$ cat config.mk
export PLATFORM = sky130hd
export DESIGN_NAME = pe_port_arbiter
export DESIGN_NICKNAME = d
export VERILOG_FILES = /design/src/rtl/pe_port_arbiter.sv
export SDC_FILE = /design/constraint.sdc
export NUM_CORES = 1
export LEC_CHECK = 0
export ABC_CLOCK_PERIOD_IN_PS = 9200
export BUFFER_PORTS_ARGS = -buffer_cell sky130_fd_sc_hd__buf_2
export CORE_AREA = 2 2 220 222
export DETAILED_ROUTE_END_ITERATION = 10
export DIE_AREA = 0 0 222 224
export GPL_TIMING_DRIVEN = 0
export HOLD_SLACK_MARGIN = 0.03
export PLACE_DENSITY = 0.71
export SLEW_MARGIN = 20
export SYNTH_ARGS = -nofsm -noshare
export SYNTH_HDL_FRONTEND = slang
export SYNTH_SLANG_ARGS = --single-unit
export TNS_END_PERCENT = 100
$ cat constraint.sdc
create_clock -name i_clk -period 9.2 [get_ports i_clk]
set_clock_uncertainty 0.05 [all_clocks]
set_input_delay 0.46 -clock i_clk [delete_from_list [all_inputs] [get_ports i_clk]]
set_output_delay 0.46 -clock i_clk [all_outputs]
set_load 0.01 [all_outputs]
$ cat src/rtl/pe_port_arbiter.sv
// Round-robin arbiter feeding one LVT memory port register from several PEs.
// Every issued read is tagged so its returning data can be routed to the PE that asked.
module pe_port_arbiter #(
  parameter int unsigned index_width        = 8,
  parameter int unsigned data_width         = 64,
  parameter int unsigned processing_engines = 4,
  parameter int unsigned read_latency       = 2
) (
  input  logic                                         i_clk,
  input  logic                                         i_rst_n,
  input  logic [processing_engines-1:0]                i_req_valid,
  output logic [processing_engines-1:0]                o_req_ready,
  input  logic [processing_engines-1:0]                i_req_wen,
  input  logic [processing_engines*index_width-1:0]    i_req_addr,
  input  logic [processing_engines*data_width-1:0]     i_req_kandv,
  output logic                                         o_out_wen,
  output logic                                         o_out_ren,
  output logic [index_width-1:0]                       o_out_addr,
  output logic [data_width-1:0]                        o_out_write_kandv,
  output logic [data_width-1:0]                        o_out_read_kandv,
  input  logic [data_width-1:0]                        i_rd_data_in,
  output logic [processing_engines-1:0]                o_rsp_valid,
  output logic [data_width-1:0]                        o_rsp_data
);

  localparam int unsigned IdW = $clog2(processing_engines);

  logic [processing_engines-1:0] r_pending;
  logic [processing_engines-1:0] r_slot_wen;
  logic [index_width-1:0]        r_slot_addr  [processing_engines];
  logic [data_width-1:0]         r_slot_kandv [processing_engines];
  logic [IdW-1:0]                r_rr_ptr;

  logic                          r_out_wen;
  logic                          r_out_ren;
  logic [index_width-1:0]        r_out_addr;
  logic [data_width-1:0]         r_out_write_kandv;
  logic [data_width-1:0]         r_out_read_kandv;
  logic [IdW-1:0]                r_out_id;

  logic [read_latency-1:0]       r_tag_v;
  logic [IdW-1:0]                r_tag_id [read_latency];

  logic [processing_engines-1:0] w_accept;
  logic                          w_grant;
  logic [31:0]                   w_win_u;
  logic [IdW-1:0]                w_win;
  logic [IdW-1:0]                w_rr_next;

  assign o_req_ready = ~r_pending;
  // A pending slot is not ready, so capture and grant never hit the same slot on one edge.
  assign w_accept    = i_req_valid & ~r_pending;

  // Scan from rr_ptr downwards in priority so the closest pending slot is the last to win.
  always_comb begin
    logic [31:0] idx;
    w_grant = 1'b0;
    w_win_u = '0;
    idx     = '0;
    for (int unsigned k = processing_engines; k > 0; k--) begin
      idx = 32'(r_rr_ptr) + k - 32'd1;
      if (idx >= processing_engines) idx = idx - processing_engines;
      if (r_pending[idx[IdW-1:0]]) begin
        w_grant = 1'b1;
        w_win_u = idx;
      end
    end
  end

  assign w_win     = w_win_u[IdW-1:0];
  assign w_rr_next = (w_win_u == processing_engines - 1) ? '0 : IdW'(w_win_u + 32'd1);

  always_ff @(posedge i_clk) begin
    for (int i = 0; i < int'(processing_engines); i++) begin
      if (w_accept[i]) begin
        r_slot_wen[i]   <= i_req_wen[i];
        r_slot_addr[i]  <= i_req_addr[i*index_width +: index_width];
        r_slot_kandv[i] <= i_req_kandv[i*data_width +: data_width];
      end
    end
  end

  always_ff @(posedge i_clk or negedge i_rst_n) begin
    if (!i_rst_n) begin
      r_pending         <= '0;
      r_rr_ptr          <= '0;
      r_out_wen         <= 1'b0;
      r_out_ren         <= 1'b0;
      r_out_addr        <= '0;
      r_out_write_kandv <= '0;
      r_out_read_kandv  <= '0;
      r_out_id          <= '0;
    end else begin
      r_pending <= (r_pending | w_accept) &
                   ~(w_grant ? (processing_engines'(1) << w_win) : '0);
      if (w_grant) begin
        r_rr_ptr          <= w_rr_next;
        r_out_wen         <= r_slot_wen[w_win];
        r_out_ren         <= ~r_slot_wen[w_win];
        r_out_addr        <= r_slot_addr[w_win];
        r_out_write_kandv <= r_slot_wen[w_win] ? r_slot_kandv[w_win] : '0;
        r_out_read_kandv  <= r_slot_wen[w_win] ? '0 : r_slot_kandv[w_win];
        r_out_id          <= w_win;
      end else begin
        r_out_wen <= 1'b0;
        r_out_ren <= 1'b0;
      end
    end
  end

  // Stage 0 holds the read issued last cycle; the last stage lines up with returning data.
  always_ff @(posedge i_clk or negedge i_rst_n) begin
    if (!i_rst_n) begin
      r_tag_v <= '0;
      for (int k = 0; k < int'(read_latency); k++) r_tag_id[k] <= '0;
    end else begin
      r_tag_v[0]  <= r_out_ren;
      r_tag_id[0] <= r_out_id;
      for (int k = 1; k < int'(read_latency); k++) begin
        r_tag_v[k]  <= r_tag_v[k-1];
        r_tag_id[k] <= r_tag_id[k-1];
      end
    end
  end

  always_comb begin
    o_rsp_valid = '0;
    if (r_tag_v[read_latency-1]) o_rsp_valid[r_tag_id[read_latency-1]] = 1'b1;
  end

  assign o_rsp_data        = i_rd_data_in;
  assign o_out_wen         = r_out_wen;
  assign o_out_ren         = r_out_ren;
  assign o_out_addr        = r_out_addr;
  assign o_out_write_kandv = r_out_write_kandv;
  assign o_out_read_kandv  = r_out_read_kandv;

endmodule

Word-level counts from Yosys, hierarchy flattened
Memories as Yosys holds them, arrays and structs flattened. A register that Yosys moved wholly into a read port is not among the register bits.
Index checks and enable logic that the tools add are counted.
- bitwise operators: 6
- reductions and logical operators: 2
- equal/unequal tests: 1
- muxes and demuxes: 39
- shift operators: 1
- add/sub/neg operators: 13
- $lt $le $gt $ge: 11
- operators with widths (operator ; number):
    $mux 32 ; 8
    $ge 32x3->1 const B ; 4
    $mux 64 ; 2
    $eq 32x2->1 const B ; 1
    $mux 1 ; 20
    $lt 2x3->1 const B ; 6
    $sub 4x4->5 const B ; 3
    $sub 3x1->4 const B ; 3
    $bmux 1 s2 ; 5
    $and 4x4->4 ; 2
    $mux 4 ; 2
    $not 4->4 ; 2
    $add 2x2->3 const B ; 2
    $sub 5x4->6 const B ; 1
    $sub 4x1->5 const B ; 1
    $add 2x3->4 const B ; 1
    $or 4x4->4 ; 1
    $shl 1x2->4 const A ; 1
    $add 2x1->3 const B ; 1
    $add 2x1->2 const B ; 1
    $demux 1 s2 ; 1
    $ge 2x1->1 const B ; 1
    $mux 2 ; 1
    $logic_and 1x1->1 ; 1
    2 further kinds ; 2
- bits in registers: 148
- memories kept: 2
- output and inout bits: 210
- logic and storage cells: 89
- memory bits (writable): 288
- input bits: 362
- memory list (name ; words ; bits a word ; rd ports ; clocked after Yosys merged registers in ; write ports ; RTL line ; text):
    r_slot_kandv ; 4 ; 64 ; 1 ; 0 ; 4 ; 31 ; logic [data_width-1:0] r_slot_kandv [processing_engines];
    r_slot_addr ; 4 ; 8 ; 1 ; 1 ; 4 ; 30 ; logic [index_width-1:0] r_slot_addr [processing_engines];

Depth between registers and ports, before layout
Gate-level depths: netlist of the first run.
- word-level depth: 14
- mapped depth: 11
- depth with buffers taken out: 7

Least setup slack after synthesis of the first run
OpenSTA, ideal clock, no wires.
- path kind: reg-to-reg
- from: register r_pending[0]
- to: memory r_slot_addr[0][0] (enable)
- cell stages (with the launch flop): 3
- period minus slack after synthesis: 4278 ps
- data arrival time: 3716 ps
- library setup time: 512 ps
- required time: 8638 ps
- setup slack: 4922 ps
- path through: dfrtp_1 -> buf_6 -> nor2b_1
- RTL lines (element ; RTL line ; text):
    start, declared ; 28 ; logic [processing_engines-1:0] r_pending;
    start signal, assigned ; 94 ; r_pending <= (r_pending | w_accept) &
    end, declared ; 30 ;

Worst setup path after layout of the first run
- from: register r_pending[3]
- to: register r_out_write_kandv[0] (netlist: o_out_write_kandv[0])
- cells in the longest elaborated chain, start to end: 9
- elaborated cells between the ends (all ways): 20
- classes of those cells: mux (19); memory (1)
- ends and longest elaborated chain (element ; RTL line ; text):
    $bmux 1 s2 ; 63 ; if (r_pending[idx[IdW-1:0]]) begin
    $mux 1 (not written as such) ; 63 ;
    $mux 32 (4 in a row) ; 63 ;
    $bmux 1 s2 ; 101 ; r_out_write_kandv <= r_slot_wen[w_win] ? r_slot_kandv[w_win] : '0;
    $mux 1 (not written as such) ; 101 ;
    $mux 64 ; 101 ;
    end signal, assigned ; 101 ;
    end, declared ; 37 ; logic [data_width-1:0] r_out_write_kandv;
Several ways; a longest one is shown, not always the timed one. The select of a mux whose other input is x is not followed.
A chain may end at the register's enable or synchronous reset.

==> results of run 1 <==
worst reg2reg max path, stage by stage (launching register included):
cell and delay (ns):
dfrtp_1 0.49, nor4_4 0.79, clkbuf_1 0.72, clkbuf_1 0.58, nand2_1 0.16, o31ai_1 0.10
stage by stage:
stage          total power (W)  area, µm²  setup WS [ns]  cells
2_1_floorplan          0.00563      18100           4.92   1129
3_3_place_gp           0.00698      21500           1.56   2251
3_5_place_dp           0.00710      21800           6.01   2266
4_1_cts                0.00908      26300           5.99   2646
5_1_grt                0.00948      26300           5.86   2651
6_report               0.00906      26300           6.20   2652
final timing paths:
path	slack, ns	end	from	cells after the start
setup / recovery	6.20	o_out_write_kandv[0]	r_pending[3]	5
hold / removal	0.08	r_slot_addr[2][7]	i_req_addr[23]	1
setup reg to reg	6.20	o_out_write_kandv[0]	r_pending[3]	5
hold reg to reg	0.31	r_tag_id[0]	r_tag_id[2]	0
max in group asynchronous	7.88	o_out_read_kandv[31]	i_rst_n	3
min in group asynchronous	0.36	o_out_read_kandv[59]	i_rst_n	2
cell type report:
cell class	instances	share of cell area [%]
timing repair buffer	813	22.1
antenna	6	0.0571
sequential	444	47.8
tap	615	2.93
inverter	7	0.119
clock inverter	24	0.862
clock buffer	65	4.89
multi-input combinational	542	17.4
buffer	136	3.89
power breakdown:
part / switching, W / internal, W
clock network: 0.000804 / 0.00107
logic: 0.00241 / 0.00180
registers: 0.000241 / 0.00273
synthesized netlist by cell type (all sizes together):
master,number
nor2,5
nor4,1
a211oi,8
o32a,2
edfxtp,292
a21oi,6
buf,110
dfrtp,152
o31ai,136
and3,9
ha,1
clkinv,1
nand4,1
o22ai,2
nor2b,4
and2,8
a21o,2
mux2i,132
mux2,65
and3b,1
nand2,156
clkbuf,26
a31oi,1
inv,6
nor3b,1
o21ai,1
metal layers:
metal  vias up  global-route usage, %  part of all wire (%)
met4         0                   16.6                   6.7
li1       5884                      -                     -
met2       785                   45.6                    49
met3       185                   6.66                   8.1
met1      6661                   29.6                    36
met5         -                      0                     0
flip-flops by register name, summed over array words and instances (netlist names):
| name | flops |
|---|---|
| o_out_addr | 8 |
| o_out_read_kandv | 64 |
| o_out_ren | 1 |
| o_out_wen | 1 |
| o_out_write_kandv | 64 |
| r_out_id | 2 |
| r_pending | 4 |
| r_rr_ptr | 2 |
| r_slot_addr | 32 |
| r_slot_kandv | 256 |
| r_slot_wen | 4 |
| r_tag_id | 4 |
| r_tag_v | 2 |
cells by family (layout without fill, tap and decap cells):
| kind of cell | count (synthesis) | in the layout | synth area share, % |
|---|---|---|---|
| mux | 197 | 197 | 11.3 |
| other cells | 0 | 6 | 0 |
| flops | 444 | 444 | 69.3 |
| buf+inv | 143 | 1045 | 5.81 |
| fa+ha+maj | 1 | 1 | 0.0689 |
| compound gates | 158 | 158 | 9.29 |
| simple gates | 186 | 186 | 4.25 |
==> qor.csv, run 1 <==
metric;value;unit
status;finished, final reports clean;
Routed Antenna Nets;0;
worst-margin pin slew;0.868;ns
Pwr Density;345;nW/µm²
CP Max Fanout;10;
clock tree sinks;444;
Final Util;55.5;%
leakage;11.3;nW
Top delay family on crit path;buffers and inverters;
post-CTS sizing;0;
Hold Violations, Final;0;
setup TNS;0;ns
DR iter-0 viols;1032;
Final HPWL DP;45.2;mm
Final Wtd Congestion;0.887;
clk buf depth;3;
synthesized flop and latch total;444;
Slew Limit Headroom;42.2;%
worst hold path class;primary input to flip-flop;
Inserted Clock Buffers;48;
Max stage delay cell, worst path;nor4_4;
Yosys warnings;0;
Hold Buf Count CTS;291;
syn nets;1492;
Initial Util;38.3;%
Root Buffer Master;clkbuf_16;
core footprint;47300;µm²
CTS tree;yes;
top post-synthesis cells by area;edfxtp_1 (48%), dfrtp_1 (21%), mux2i_1 (7.3%), o31ai_2 (6.8%), mux2_2 (4.0%);
Fillers;3632;
crit end category;flip-flop;
syn avg cell area;16.1;µm²
chip width;222;µm
die height;224;µm
critical path, cell by cell;nor4_4, clkbuf_1, clkbuf_1, nand2_1, o31ai_1;
max-slew violations;0;
most frequent CP cell;clkbuf_1;
slowest cell delay on critical path;0.78;ns
initial antenna violation count;7;
vias;13515;
final hold slack;0.0826;ns
post-DR wirelength/cell;25.3;µm
Unique masters post-synth;35;
largest net degree at the start of global routing;80;
VDD IR max;0.271;mV
sequential cell area;12600;µm²
detailed-route DRC error count;0;
port bufs;507;
Buf+Inv Stages, Crit Path;2;
Final Cycle Share;32.6;%
commonest cells after routing, fill and taps aside;buf_2 (513), edfxtp_1 (292), dlygate4sd3_1 (291);
vias per inst;5.10;
clk slew on worst S/H paths;0.06;ns
total track usage;26.5;%
post-synthesis instance total;1129;
first-pass GRT wire length;96.0;mm
crit path DAT;3.42;ns
CP Class;flip-flop to flip-flop;
router iterations before antenna repair;5;
maximum capacitance violations;0;
Worst EP required;9.62;ns
RSZ-0062 raised after global routing;no;
gr ovfl total;0;
Area growth syn-to-layout;44.8;%
Synth area leader;edfxtp_1;
fin nets;2355;
WL final;67.1;mm
Setup-failing EPs final;0;
Skew-Pair Late Insertion Delay;0.59;ns
share of layout cells above drive strength 1;42.6;%
Final min period;3.00;ns
Multi-input gate area;4560;µm²
CP Launch Type;flip-flop;
CTS H-Tree Depth;2;
vias in the first global route;14597;
post-synthesis sequential area ratio;69.3;%
postcts setup bufs;0;
Die ar.;49700;µm²
I/O pins;572;
most common library cell in the layout ignoring fill and taps;buf_2;
Fmax;334;MHz
Syn Std Cell Area;18100;µm²
top cell type's share of synthesized area;48.3;%
Core Rows;80;
Power figures use the tool's default switching activity.
==> inputs of run 2 (changes only) <==
- ABC_CLOCK_PERIOD_IN_PS: 9200 -> 2500
- CORE_AREA: 2 2 220 222 -> 2 2 221 223
- DIE_AREA: 0 0 222 224 -> 0 0 223 225
- PLACE_DENSITY: 0.71 -> 0.73
- clock period: 9.2 -> 2.5 ns (I/O delays scaled with it)
==> run 2 against run 1 <==
Compared with the run above:
- wire length is 1.7% higher
- hold slack improved by 0.12 ns
- via count hardly changed
- cell count increased by 0.34%
- flip-flop and latch count unchanged
==> qor.csv, run 2 (synthesized netlist as in run 1, its figures left out) <==
metric;value;unit;change
first-pass GRT wire length;97.5;mm;+1.5%
clk slew on worst S/H paths;0.06;ns;about the same
post-DR wirelength/cell;25.6;µm;+1.4%
status;finished, final reports clean;;
vias in the first global route;14753;;+1.1%
R2R depth;9;;+4
Skew-Pair Late Insertion Delay;0.58;ns;about the same
largest net degree at the start of global routing;88;;+10%
Root Buffer Master;clkbuf_16;;
router iterations before antenna repair;5;;unchanged
Core Rows;80;;unchanged
WL final;68.2;mm;+1.7%
Setup-failing EPs final;0;;unchanged
core footprint;47500;µm²;+0.42%
Critical Path Source;r_pending[0];;
R2R Setup Slk;0.08;ns;-6.12 ns
Psw;0.0130;W;+270%
max-slew violations;0;;unchanged
share of layout cells above drive strength 1;44.2;%;+1.7 points
Initial Util;38.2;%;-0.16 points
chip width;223;µm;+0.45%
Final HPWL DP;45.6;mm;+0.86%
Slew Limit Headroom;46.1;%;+4.0 points
vias per inst;5.07;;-0.43%
Area growth syn-to-layout;45.9;%;
met2 usage;46.4;%;+0.71 points
Hold Violations, Final;0;;unchanged
placed insts;2266;;unchanged
CTS tree;yes;;
crit path DAT;2.85;ns;-0.57 ns
Pwr Density;1280;nW/µm²;+270%
final hold slack;0.202;ns;+0.119 ns
initial antenna violation count;5;;-2
detailed-route DRC error count;0;;unchanged
Seq pwr share;32.4;%;-0.4 points
clock tree sinks;444;;unchanged
commonest cells after routing, fill and taps aside;buf_2 (515), dlygate4sd3_1 (299), edfxtp_1 (292);;
CP Capture Point;o_out_read_kandv[54];;
VDD IR max;0.741;mV;+170%
grt met1 use;29.6;%;-0.036 points
Finished Layout Cells;2661;;+0.34%
Worst EP required;2.93;ns;-6.69 ns
Net Sw Frac;38.3;%;+0.14 points
max reg flops;256;;unchanged
Inserted Clock Buffers;47;;-2.1%
CP Launch Type;flip-flop;;
CP Max Fanout;10;;unchanged
CTS H-Tree Depth;2;;unchanged
I/O pins;572;;unchanged
Placed Area;21800;µm²;about the same
Routed Antenna Nets;0;;unchanged
reg-to-reg endpoint;o_out_read_kandv[54];;
Final Wtd Congestion;0.886;;-0.11%
Clock power frac;20.4;%;-0.3 points
vias;13503;;-0.089%
M3 GR Usage;7.07;%;+0.40 points
most common library cell in the layout ignoring fill and taps;buf_2;;
worst-margin pin slew;0.808;ns;-0.0596 ns
Final min period;2.42;ns;-0.577 ns
final instance area;26500;µm²;+0.75%
RSZ-0062 raised after global routing;no;;
leakage;11.4;nW;+1.4%
Fmax;413;MHz;+24%
DR iter-0 viols;850;;-18%
Die ar.;50200;µm²;+0.90%
reg-to-reg startpoint;r_pending[0];;
maximum capacitance violations;0;;unchanged
combinational power share;47.2;%;+0.7 points
worst hold path class;primary input to flip-flop;;
clk buf depth;3;;unchanged
internal power;0.0209;W;+270%
crit end category;flip-flop;;
CP Class;flip-flop to flip-flop;;
port bufs;507;;unchanged
register bank with the most flops;r_slot_kandv;;
Final Util;55.7;%;+0.18 points
fin nets;2368;;+0.55%
Final Cycle Share;96.8;%;+64 points
die height;225;µm;+0.45%
total track usage;26.9;%;+0.33 points
gr ovfl total;0;;unchanged
Pwr Total;0.0338;W;+270%
grt peak-use layer;met2;;
## run 2: per-layer routing
layer | part of all wire [%] | wire (µm)
met5 | 0.019 | 13
met4 | 6.7 | 4600
met3 | 7.9 | 5380
met2 | 49 | 33600
met1 | 36 | 24600
## run 2: power by group through the flow
stage	combinational (W)	clock, W	sequential, W
6_report	0.0160	0.00691	0.0110
5_1_grt	0.0169	0.00730	0.0111
4_1_cts	0.0158	0.00698	0.0109
3_5_place_dp	0.0152	0	0.0110
3_3_place_gp	0.0146	0	0.0110
2_1_floorplan	0.00937	0	0.0113
## run 2: how the worst min path moves through the flow
stage | from | end | cells after the start
after CTS | i_req_kandv[216] | r_slot_kandv[3][24] | 2
after detailed placement | i_rst_n | o_out_read_kandv[25] | 1
after global routing | i_req_kandv[88] | r_slot_kandv[1][24] | 2
final | i_req_kandv[88] | r_slot_kandv[1][24] | 2
after global placement | i_req_kandv[92] | r_slot_kandv[1][28] | 1
after floorplan | i_rst_n | o_out_addr[0] | 0
## run 2: timing repair
item / CTS / global route
hold buffers: 299 / 0
hold endpoints to repair: 491 / 0
gates resized for setup: 32 / 15
buffers inserted: 3 / 3
setup endpoints to repair: 132 / 113
## run 2: critical path, cell delays in order, from the launching register on
cell	delay, ns
dfrtp_1	0.37
buf_6	0.14
a21oi_1	0.16
o22ai_1	0.14
a31oi_4	0.20
buf_12	0.14
buf_4	0.13
buf_2	0.32
mux2_2	0.46
o31ai_2	0.20
## run 2: stage by stage
stage / TNS, ns / worst slack [ns]
2_1_floorplan: 0 / 0.428
3_3_place_gp: -460.56 / -1.21
3_5_place_dp: -58.62 / -0.651
4_1_cts: 0 / 0.00136
5_1_grt: 0 / 0.00429
6_report: 0 / 0.0791
## run 2: cell type report
class / instances / area (µm²)
tap: 615 / 769
clock buffer: 58 / 1280
buffer: 136 / 1090
antenna: 3 / 7.51
inverter: 7 / 31.3
sequential: 444 / 12600
timing repair buffer: 827 / 5920
multi-input combinational: 542 / 4560
fill: 3603 / 21100
clock inverter: 29 / 240
==> inputs of run 3 (changes only) <==
==> constraint.sdc (replaced) <==
create_clock -name i_clk -period 2.5 [get_ports i_clk]
set_clock_uncertainty 0.05 [all_clocks]
set_input_delay 0 -clock i_clk [delete_from_list [all_inputs] [get_ports i_clk]]
set_output_delay 0 -clock i_clk [all_outputs]
set_load 0.01 [all_outputs]
==> run 3 against run 2 <==
Compared with the run above:
- sequential power is essentially flat
- wire length grew 0.26%
- cell count about the same
- largest cell class unchanged
- critical path depth stayed put
- first-iteration DRC count rose by 0.47%
- largest power group unchanged
- final area about the same
- register-to-register slack about the same
==> qor.csv, run 3 (synthesized netlist as in run 1, its figures left out) <==
metric;value;unit;change
status;finished, final reports clean;;
Slew Limit Headroom;45.6;%;-0.57 points
share of layout cells above drive strength 1;44.3;%;+0.049 points
Final min period;2.43;ns;+0.00804 ns
Area growth syn-to-layout;46.0;%;about the same
router iterations before antenna repair;5;;unchanged
max-slew violations;0;;unchanged
chip width;223;µm;unchanged
first-pass GRT wire length;97.6;mm;+0.11%
detailed-route DRC error count;0;;unchanged
Initial Util;38.2;%;unchanged
Hold Violations, Final;0;;unchanged
Final Cycle Share;97.2;%;+0.32 points
Setup-failing EPs final;0;;unchanged
critical path, cell by cell;buf_6, a21oi_1, o22ai_1, a31oi_4, buf_12, buf_4, buf_2, mux2_2, o31ai_2;;
crit end category;flip-flop;;
maximum capacitance violations;0;;unchanged
port bufs;507;;unchanged
clock tree sinks;444;;unchanged
total track usage;26.9;%;+0.030 points
CP Class;flip-flop to flip-flop;;
register bank with the most flops;r_slot_kandv;;
RSZ-0062 raised after global routing;no;;
vias;13529;;+0.19%
clk slew on worst S/H paths;0.06;ns;about the same
Final HPWL DP;45.6;mm;unchanged
Pwr Density;1280;nW/µm²;about the same
Top delay family on crit path;buffers and inverters;;
leakage;11.4;nW;about the same
Buf+Inv Stages, Crit Path;4;;unchanged
DR iter-0 viols;854;;+0.47%
core footprint;47500;µm²;unchanged
CTS tree;yes;;
die height;225;µm;unchanged
largest net degree at the start of global routing;88;;unchanged
WL final;68.4;mm;+0.26%
Root Buffer Master;clkbuf_16;;
final instance area;26500;µm²;about the same
Inserted Clock Buffers;47;;unchanged
Skew-Pair Late Insertion Delay;0.58;ns;about the same
Placed Area;21800;µm²;unchanged
worst-margin pin slew;0.816;ns;+0.00850 ns
post-DR wirelength/cell;25.7;µm;+0.22%
fin nets;2368;;unchanged
cell count along the critical path;9;;unchanged
Fmax;412;MHz;-0.33%
most common library cell in the layout ignoring fill and taps;buf_2;;
Max stage delay cell, worst path;mux2_2;;
Worst Hold Path Cells;2;;unchanged
Die ar.;50200;µm²;unchanged
commonest cells after routing, fill and taps aside;buf_2 (515), dlygate4sd3_1 (298), edfxtp_1 (292);;
placed insts;2266;;unchanged
gr ovfl total;0;;unchanged
Worst Setup Slack post-DPL;-0.651;ns;unchanged
Routed Antenna Nets;0;;unchanged
Core Rows;80;;unchanged
CP Max Fanout;10;;unchanged
CP Launch Type;flip-flop;;
initial antenna violation count;6;;+1
CTS H-Tree Depth;2;;unchanged
Finished Layout Cells;2662;;+0.038%
crit path DAT;2.86;ns;about the same
Worst EP required;2.93;ns;about the same
slowest cell delay on critical path;0.46;ns;about the same
VDD IR max;0.748;mV;+0.93%
I/O pins;572;;unchanged
worst hold path class;primary input to flip-flop;;
max reg flops;256;;unchanged
vias in the first global route;14797;;+0.30%
Final Wtd Congestion;0.886;;unchanged
clk buf depth;3;;unchanged
vias per inst;5.08;;+0.15%
R2R depth;9;;unchanged
Final WS setup;0.0711;ns;-0.00804 ns
-- run 3: metal layers --
layer  wire (µm)  GRT usage, %  up-vias
met5          13             0        -
met4        4610          17.3        2
met3        5290          7.03      211
met2       33900          46.6      708
met1       24600          29.4     6708
li1            -             -     5900
-- run 3: final timing paths --
| kind | from | end | slack (ns) |
|---|---|---|---|
| max in group asynchronous | i_rst_n | o_out_addr[2] | 1.40 |
| min in group asynchronous | i_rst_n | o_out_write_kandv[28] | 0.50 |
| setup / recovery | r_pending[0] | o_out_read_kandv[54] | 0.07 |
| hold / removal | i_req_kandv[88] | r_slot_kandv[1][24] | 0.07 |
| hold reg to reg | r_tag_id[2] | r_tag_id[0] | 0.30 |
| setup reg to reg | r_pending[0] | o_out_read_kandv[54] | 0.07 |
-- run 3: area by class of cell --
class	count	area, µm²
antenna	4	10.0
buffer	136	1090
clock buffer	58	1280
clock inverter	29	240
fill	3604	21000
inverter	7	31.3
multi-input combinational	542	4560
sequential	444	12600
tap	615	769
timing repair buffer	827	5940
-- run 3: report_power, final --
group | internal (W) | leakage, nW | switching (W) | total, W
combinational | 0.00685 | 6.04 | 0.00911 | 0.0160
sequential | 0.0101 | 4.64 | 0.000887 | 0.0110
clock | 0.00395 | 0.745 | 0.00298 | 0.00693
-- run 3: repair_timing --
| item | CTS | global route |
|---|---|---|
| hold endpoints to repair | 523 | 0 |
| resized for setup | 32 | 15 |
| setup endpoints to repair | 132 | 113 |
| hold buffers | 299 | 0 |
| buffers inserted | 3 | 3 |
-- run 3: through the flow --
| stage | total power [W] | hold slack, ns | util [%] | setup TNS (ns) |
|---|---|---|---|---|
| global placement | 0.0256 | 0.127 | 45.2 | -441.56 |
| detailed placement | 0.0263 | -0.0716 | 45.9 | -58.62 |
| finish | 0.0338 | 0.0745 | 55.7 | 0 |
| floorplan | 0.0207 | -0.346 | - | 0 |
| global route | 0.0353 | 0.0603 | 55.7 | 0 |
| CTS | 0.0337 | 0.0368 | 55.6 | 0 |
